**src/rtl/gmii_rx_framer.sv**
```systemverilog
// GMII receive framer: strips preamble/SFD, checks CRC-32, length and rx_er,
// and streams each frame out with last/error tags at line rate.
module gmii_rx_framer #(
  parameter bit STRIP_FCS = 1'b1,
  parameter int MIN_LEN   = 64,
  parameter int MAX_LEN   = 1518
) (
  input  logic       rx_clk,
  input  logic       rx_rst_n,
  input  logic       gmii_rx_dv,
  input  logic       gmii_rx_er,
  input  logic [7:0] gmii_rxd,
  output logic [7:0] m_tdata,
  output logic       m_tvalid,
  output logic       m_tlast,
  output logic       m_tuser,
  output logic       stat_good,
  output logic       stat_bad
);

  localparam int          D           = STRIP_FCS ? 5 : 1;
  localparam logic [15:0] D_W         = 16'(D);
  localparam logic [15:0] MIN_W       = 16'(MIN_LEN);
  localparam logic [15:0] MAX_W       = 16'(MAX_LEN);
  localparam logic [31:0] CRC_RESIDUE = 32'hDEBB20E3;

  typedef enum logic [1:0] {IDLE, PRE, DATA, DROP} state_t;

  state_t      state, state_nx;
  logic [3:0]  pre_cnt;
  logic [15:0] len_cnt;
  logic [31:0] crc;
  logic        err_flag;
  logic [7:0]  dly [D];
  logic        sof;
  logic        frame_end;
  logic        frame_bad;

  function automatic logic [31:0] crc32_byte(input logic [31:0] c, input logic [7:0] d);
    logic [31:0] r;
    r = c ^ {24'h0, d};
    for (int i = 0; i < 8; i++)
      r = r[0] ? ((r >> 1) ^ 32'hEDB88320) : (r >> 1);
    return r;
  endfunction

  always_comb begin
    state_nx = state;
    case (state)
      IDLE:
        if (gmii_rx_dv) begin
          if (gmii_rxd == 8'h55)      state_nx = PRE;
          else if (gmii_rxd == 8'hD5) state_nx = DATA;
          else                        state_nx = DROP;
        end
      PRE:
        if (!gmii_rx_dv)                state_nx = IDLE;
        else if (gmii_rx_er)            state_nx = DROP;
        else if (gmii_rxd == 8'h55)     state_nx = (pre_cnt == 4'hF) ? DROP : PRE;
        else if (gmii_rxd == 8'hD5)     state_nx = DATA;
        else                            state_nx = DROP;
      DATA:
        if (!gmii_rx_dv) state_nx = IDLE;
      DROP:
        if (!gmii_rx_dv) state_nx = IDLE;
      default: state_nx = IDLE;
    endcase
  end

  // The residue check works because the FCS bytes go through the CRC too.
  assign sof       = (state != DATA) && (state_nx == DATA);
  assign frame_end = (state == DATA) && !gmii_rx_dv;
  assign frame_bad = (crc != CRC_RESIDUE) || err_flag ||
                     (len_cnt < MIN_W) || (len_cnt > MAX_W);

  always_ff @(posedge rx_clk or negedge rx_rst_n) begin
    if (!rx_rst_n) begin
      state   <= IDLE;
      pre_cnt <= 4'd0;
    end else begin
      state <= state_nx;
      if (state_nx == PRE)
        pre_cnt <= (state == PRE) ? pre_cnt + 4'd1 : 4'd1;
    end
  end

  always_ff @(posedge rx_clk or negedge rx_rst_n) begin
    if (!rx_rst_n) begin
      len_cnt   <= 16'd0;
      crc       <= 32'hFFFFFFFF;
      err_flag  <= 1'b0;
      m_tdata   <= 8'h00;
      m_tvalid  <= 1'b0;
      m_tlast   <= 1'b0;
      m_tuser   <= 1'b0;
      stat_good <= 1'b0;
      stat_bad  <= 1'b0;
      for (int i = 0; i < D; i++) dly[i] <= 8'h00;
    end else begin
      m_tdata   <= 8'h00;
      m_tvalid  <= 1'b0;
      m_tlast   <= 1'b0;
      m_tuser   <= 1'b0;
      stat_good <= 1'b0;
      stat_bad  <= 1'b0;

      if (sof) begin
        len_cnt  <= 16'd0;
        crc      <= 32'hFFFFFFFF;
        err_flag <= 1'b0;
      end

      // Bytes are held back D deep so the FCS can be withheld when stripping.
      if (state == DATA && gmii_rx_dv) begin
        crc      <= crc32_byte(crc, gmii_rxd);
        len_cnt  <= (len_cnt == 16'hFFFF) ? len_cnt : len_cnt + 16'd1;
        err_flag <= err_flag | gmii_rx_er;
        dly[0]   <= gmii_rxd;
        for (int i = 1; i < D; i++) dly[i] <= dly[i-1];
        if (len_cnt >= D_W) begin
          m_tvalid <= 1'b1;
          m_tdata  <= dly[D-1];
        end
      end

      if (frame_end) begin
        if (len_cnt >= D_W) begin
          m_tvalid  <= 1'b1;
          m_tdata   <= dly[D-1];
          m_tlast   <= 1'b1;
          m_tuser   <= frame_bad;
          stat_good <= !frame_bad;
          stat_bad  <= frame_bad;
        end else begin
          stat_bad  <= 1'b1;
        end
      end
    end
  end

endmodule

```
**config.mk**
```make
export PLATFORM = sky130hd
export DESIGN_NAME = gmii_rx_framer
export DESIGN_NICKNAME = d
export VERILOG_FILES = /design/src/rtl/gmii_rx_framer.sv
export SDC_FILE = /design/constraint.sdc
export NUM_CORES = 1
export LEC_CHECK = 0
export ABC_AREA = 1
export BUFFER_PORTS_ARGS = -buffer_cell sky130_fd_sc_hd__buf_2
export CAP_MARGIN = 25
export CORE_ASPECT_RATIO = 1.25
export CORE_UTILIZATION = 30
export DETAILED_ROUTE_END_ITERATION = 16
export RECOVER_POWER = 100
export SETUP_SLACK_MARGIN = 0.2
export SYNTH_ARGS = -nofsm -noshare
export SYNTH_HDL_FRONTEND = slang
export SYNTH_SLANG_ARGS = --single-unit
```
**constraint.sdc**
```tcl
create_clock -name rx_clk -period 1.45 [get_ports rx_clk]
set_input_delay 0 -clock rx_clk [delete_from_list [all_inputs] [get_ports rx_clk]]
set_output_delay 0 -clock rx_clk [all_outputs]
set_load 0.01 [all_outputs]
```
==> impl_results.md <==
- Global-route wire length before repair: 29,800 um
- Slew HR: 0.251
- Drt via density: 4.87
- Design Area, Final: 9740 sq um
- Multi-input gate area: 3940 sq um
- Fin crit period: 1.68 ns
- Final HPWL DP: 11,500 um
- Vias in the first global route: 6,014
- Adder-cell share of the synthesized area: 0.00844
- CTS root buffer: clkbuf_16
- Final setup violation count: 95
- GRT Total Usage: 0.186
- P per Cell Area: 1720 nW/um^2
- Crit path required time: 1.75 ns
- Mux share of post-synthesis cell area: 0
- Area growth, synth to finish: 64.2%
- Largest net degree at the start of global routing: 65
- Clock Sinks: 108
- Synth Net Count: 821
- Reg area: 2740 sq um
- DRT Wirelength: 19,200 um
- Setup Skew: 0.0138 ns
- Placed Area: 7400 sq um
- Crit Path Category: flop to flop
- Fmax: 595 MHz
- Sequential fraction of the synthesis area: 0.463
- Peak VDD IR: 935 uV
- Post-synthesis xor/xnor area fraction: 0.0384
- Chip width: 128 um
- FP Rows: 57
- I/O pin cnt: 25
- Max-slew violations: 0
- Drt pass-1 iters: 6
- Seq cells post-synth: 108
- Final hold vios: 0
- Antenna violations before repair: 0
- Syn. warnings: 0
- Total number of vias: 6,161
- Worst Hold Slack: 0.00654 ns
- Status: finished with violations
- Worst-path clk slew: 0.08 ns
- Die Area: 20,300 sq um
- CTS buffer count: 9
- Antenna cell count: 0
- Core area: 19,400 sq um
- Worst slew pin tran: 1.12 ns
- Synth Instances: 805
- Routed len/inst: 15.2 um
- Violated checks: setup timing
- Port bufs: 24
- Unrepaired setup endpoints after global routing: yes
- Clk_lat worst skew: 0.38 ns
- Setup WS pre-CTS: -0.191 ns
- Hold Path Class: primary input to flop
- DIE HEIGHT: 159 um
- Synth Area in Compound Gates: 0.0937
- Clock buffer depth: 2
- Main combinational cell family by area after synthesis: simple AND/OR/NAND/NOR gates
- Period utilisation layout: 1.16
- ANT nets after route: 0
- Setup crit end kind: flop
- Nets: 1,010
- TritonCTS clock tree: yes
- Pleak: 4.63 nW
- Max_cap viols: 0
- Layout cell share with drive strength beyond 1: 0.515
- # DRC: 0
- Starting DRT DRC Count: 391
- Starting density of the core: 0.306
- Netlist Area Pre-Place: 5930 sq um
- H-tree depth: 3
- PnR worst setup slack: -0.231 ns
- Setup crit start kind: flop
- Average size of a mapped cell: 7.37 sq um
- Netlist cell types: 37
- Simple-Gate Fraction of Synth Area: 0.310
- CP arrival: 1.98 ns
- Fill count: 1,705
- GPL Wtd Cong: 0.904
- GRT overflow: 0
- Worst-path maximum fanout: 6
final cells by class:
type | count | area share
clock buffer | 9 | 0.0231
clock inverter | 7 | 0.00938
inverter | 108 | 0.0440
multi-input combinational | 567 | 0.405
sequential | 108 | 0.282
tap | 265 | 0.0341
timing repair buffer | 200 | 0.203
critical path, cell delays in order (launching register included):
cell     delay (ns)
dfstp_2        0.60
inv_2          0.07
nand2_2        0.08
nand2_4        0.10
nand2_4        0.12
nand2_4        0.09
nand2_4        0.10
nand2_4        0.07
nand2_1        0.08
nand2_1        0.07
nor2_1         0.16
nor2_1         0.07
path summary, 6_finish.rpt:
path	start	endpoint	slack, ns	cells after the start
setup / recovery	crc[5]	crc[18]	-0.23	11
hold / removal	gmii_rxd[1]	dly[33]	0.007	4
setup reg to reg	crc[5]	crc[18]	-0.23	11
hold reg to reg	dly[2]	dly[2]	0.51	2
max in group asynchronous	rx_rst_n	dly[14]	0.27	3
min in group asynchronous	rx_rst_n	m_tdata[2]	0.42	3
cell usage after synthesis (all sizes together):
cell | count | area share
nand2 | 274 | 0.18
inv | 108 | 0.068
o21ai | 82 | 0.070
dfrtp | 76 | 0.32
nand3 | 63 | 0.054
nor2 | 56 | 0.041
dfstp | 32 | 0.14
a21oi | 21 | 0.018
xor2 | 21 | 0.031
buf | 14 | 0.014
nand4 | 12 | 0.013
nor3 | 10 | 0.0093
clkbuf | 8 | 0.0051
or2 | 5 | 0.0053
xnor2 | 5 | 0.0074
ha | 4 | 0.0084
nand3b | 4 | 0.0051
nor4 | 4 | 0.0042
o22ai | 2 | 0.0021
a31o | 1 | 0.0015
nor3b | 1 | 0.0013
o211ai | 1 | 0.0013
o21bai | 1 | 0.0013
state kept, by name, summed over array words and instances, names as in the netlist:
signal     flops
crc           32
dly           40
err_flag       1
len_cnt       16
m_tdata        8
m_tlast        1
m_tuser        1
m_tvalid       1
pre_cnt        4
stat_bad       1
stat_good      1
state          2
power breakdown:
group | internal (mW) | switching [mW] | total (mW) | leakage [nW]
clock | 1.24 | 1.37 | 2.61 | 0.152
combinational | 4.20 | 5.05 | 9.25 | 3.15
sequential | 4.15 | 0.767 | 4.92 | 1.32
layout by cell type (no fill, tap or decap), drive strengths merged, types with 2 or more instances in the layout:
| cell | n |
|---|---|
| nand3b | 4 |
| or2 | 5 |
| o22ai | 2 |
| dfrtp | 76 |
| nor4 | 4 |
| nor3 | 10 |
| buf | 180 |
| o21ai | 82 |
| clkbuf | 26 |
| clkinv | 6 |
| nor2 | 56 |
| inv | 109 |
| nand2 | 274 |
| dlygate4sd3 | 3 |
| ha | 4 |
| xnor2 | 5 |
| xor2 | 21 |
| a21oi | 21 |
| nand3 | 63 |
| dfstp | 32 |
| nand4 | 12 |
per-layer routing:
layer | up-vias | global-route usage | routed length [um]
met4 | 0 | 0.0909 | 771
li1 | 2939 | - | -
met2 | 159 | 0.331 | 10100
met1 | 3002 | 0.216 | 7620
met5 | - | 0 | 0
met3 | 61 | 0.0269 | 684
stage by stage:
| stage | utilization | cells | power (mW) | setup TNS [ns] |
|---|---|---|---|---|
| after floorplan | - | 805 | 8.34 | -0.346 |
| after global placement | 0.382 | 1185 | 10.7 | -5.97 |
| after detailed placement | 0.382 | 1185 | 10.7 | -6.34 |
| after CTS | 0.465 | 1243 | 15.1 | -4.49 |
| after global routing | 0.502 | 1264 | 17.7 | -14.97 |
| final | 0.502 | 1264 | 16.8 | -7.69 |
cell families (layout without fill, tap and decap cells):
| family | count (synthesis) | count (layout) |
|---|---|---|
| buffers and inverters | 130 | 324 |
| AND/OR/NAND/NOR | 429 | 429 |
| adder cells (fa/ha/maj) | 4 | 4 |
| XOR/XNOR | 26 | 26 |
| flip-flops | 108 | 108 |
| AO/OA/AOI/OAI | 108 | 108 |
repair_timing:
| action | 4_1_cts | 5_1_grt |
|---|---|---|
| buffers inserted | 32 | 21 |
| hold buffers | 3 | 0 |
| pin swaps | 59 | 61 |
| endpoints found under the setup margin | 106 | 107 |
| endpoints found under the hold margin | 110 | 0 |
| gates cloned | 7 | 0 |
| resized for setup | 249 | 144 |
Power figures use the tool's default switching activity.
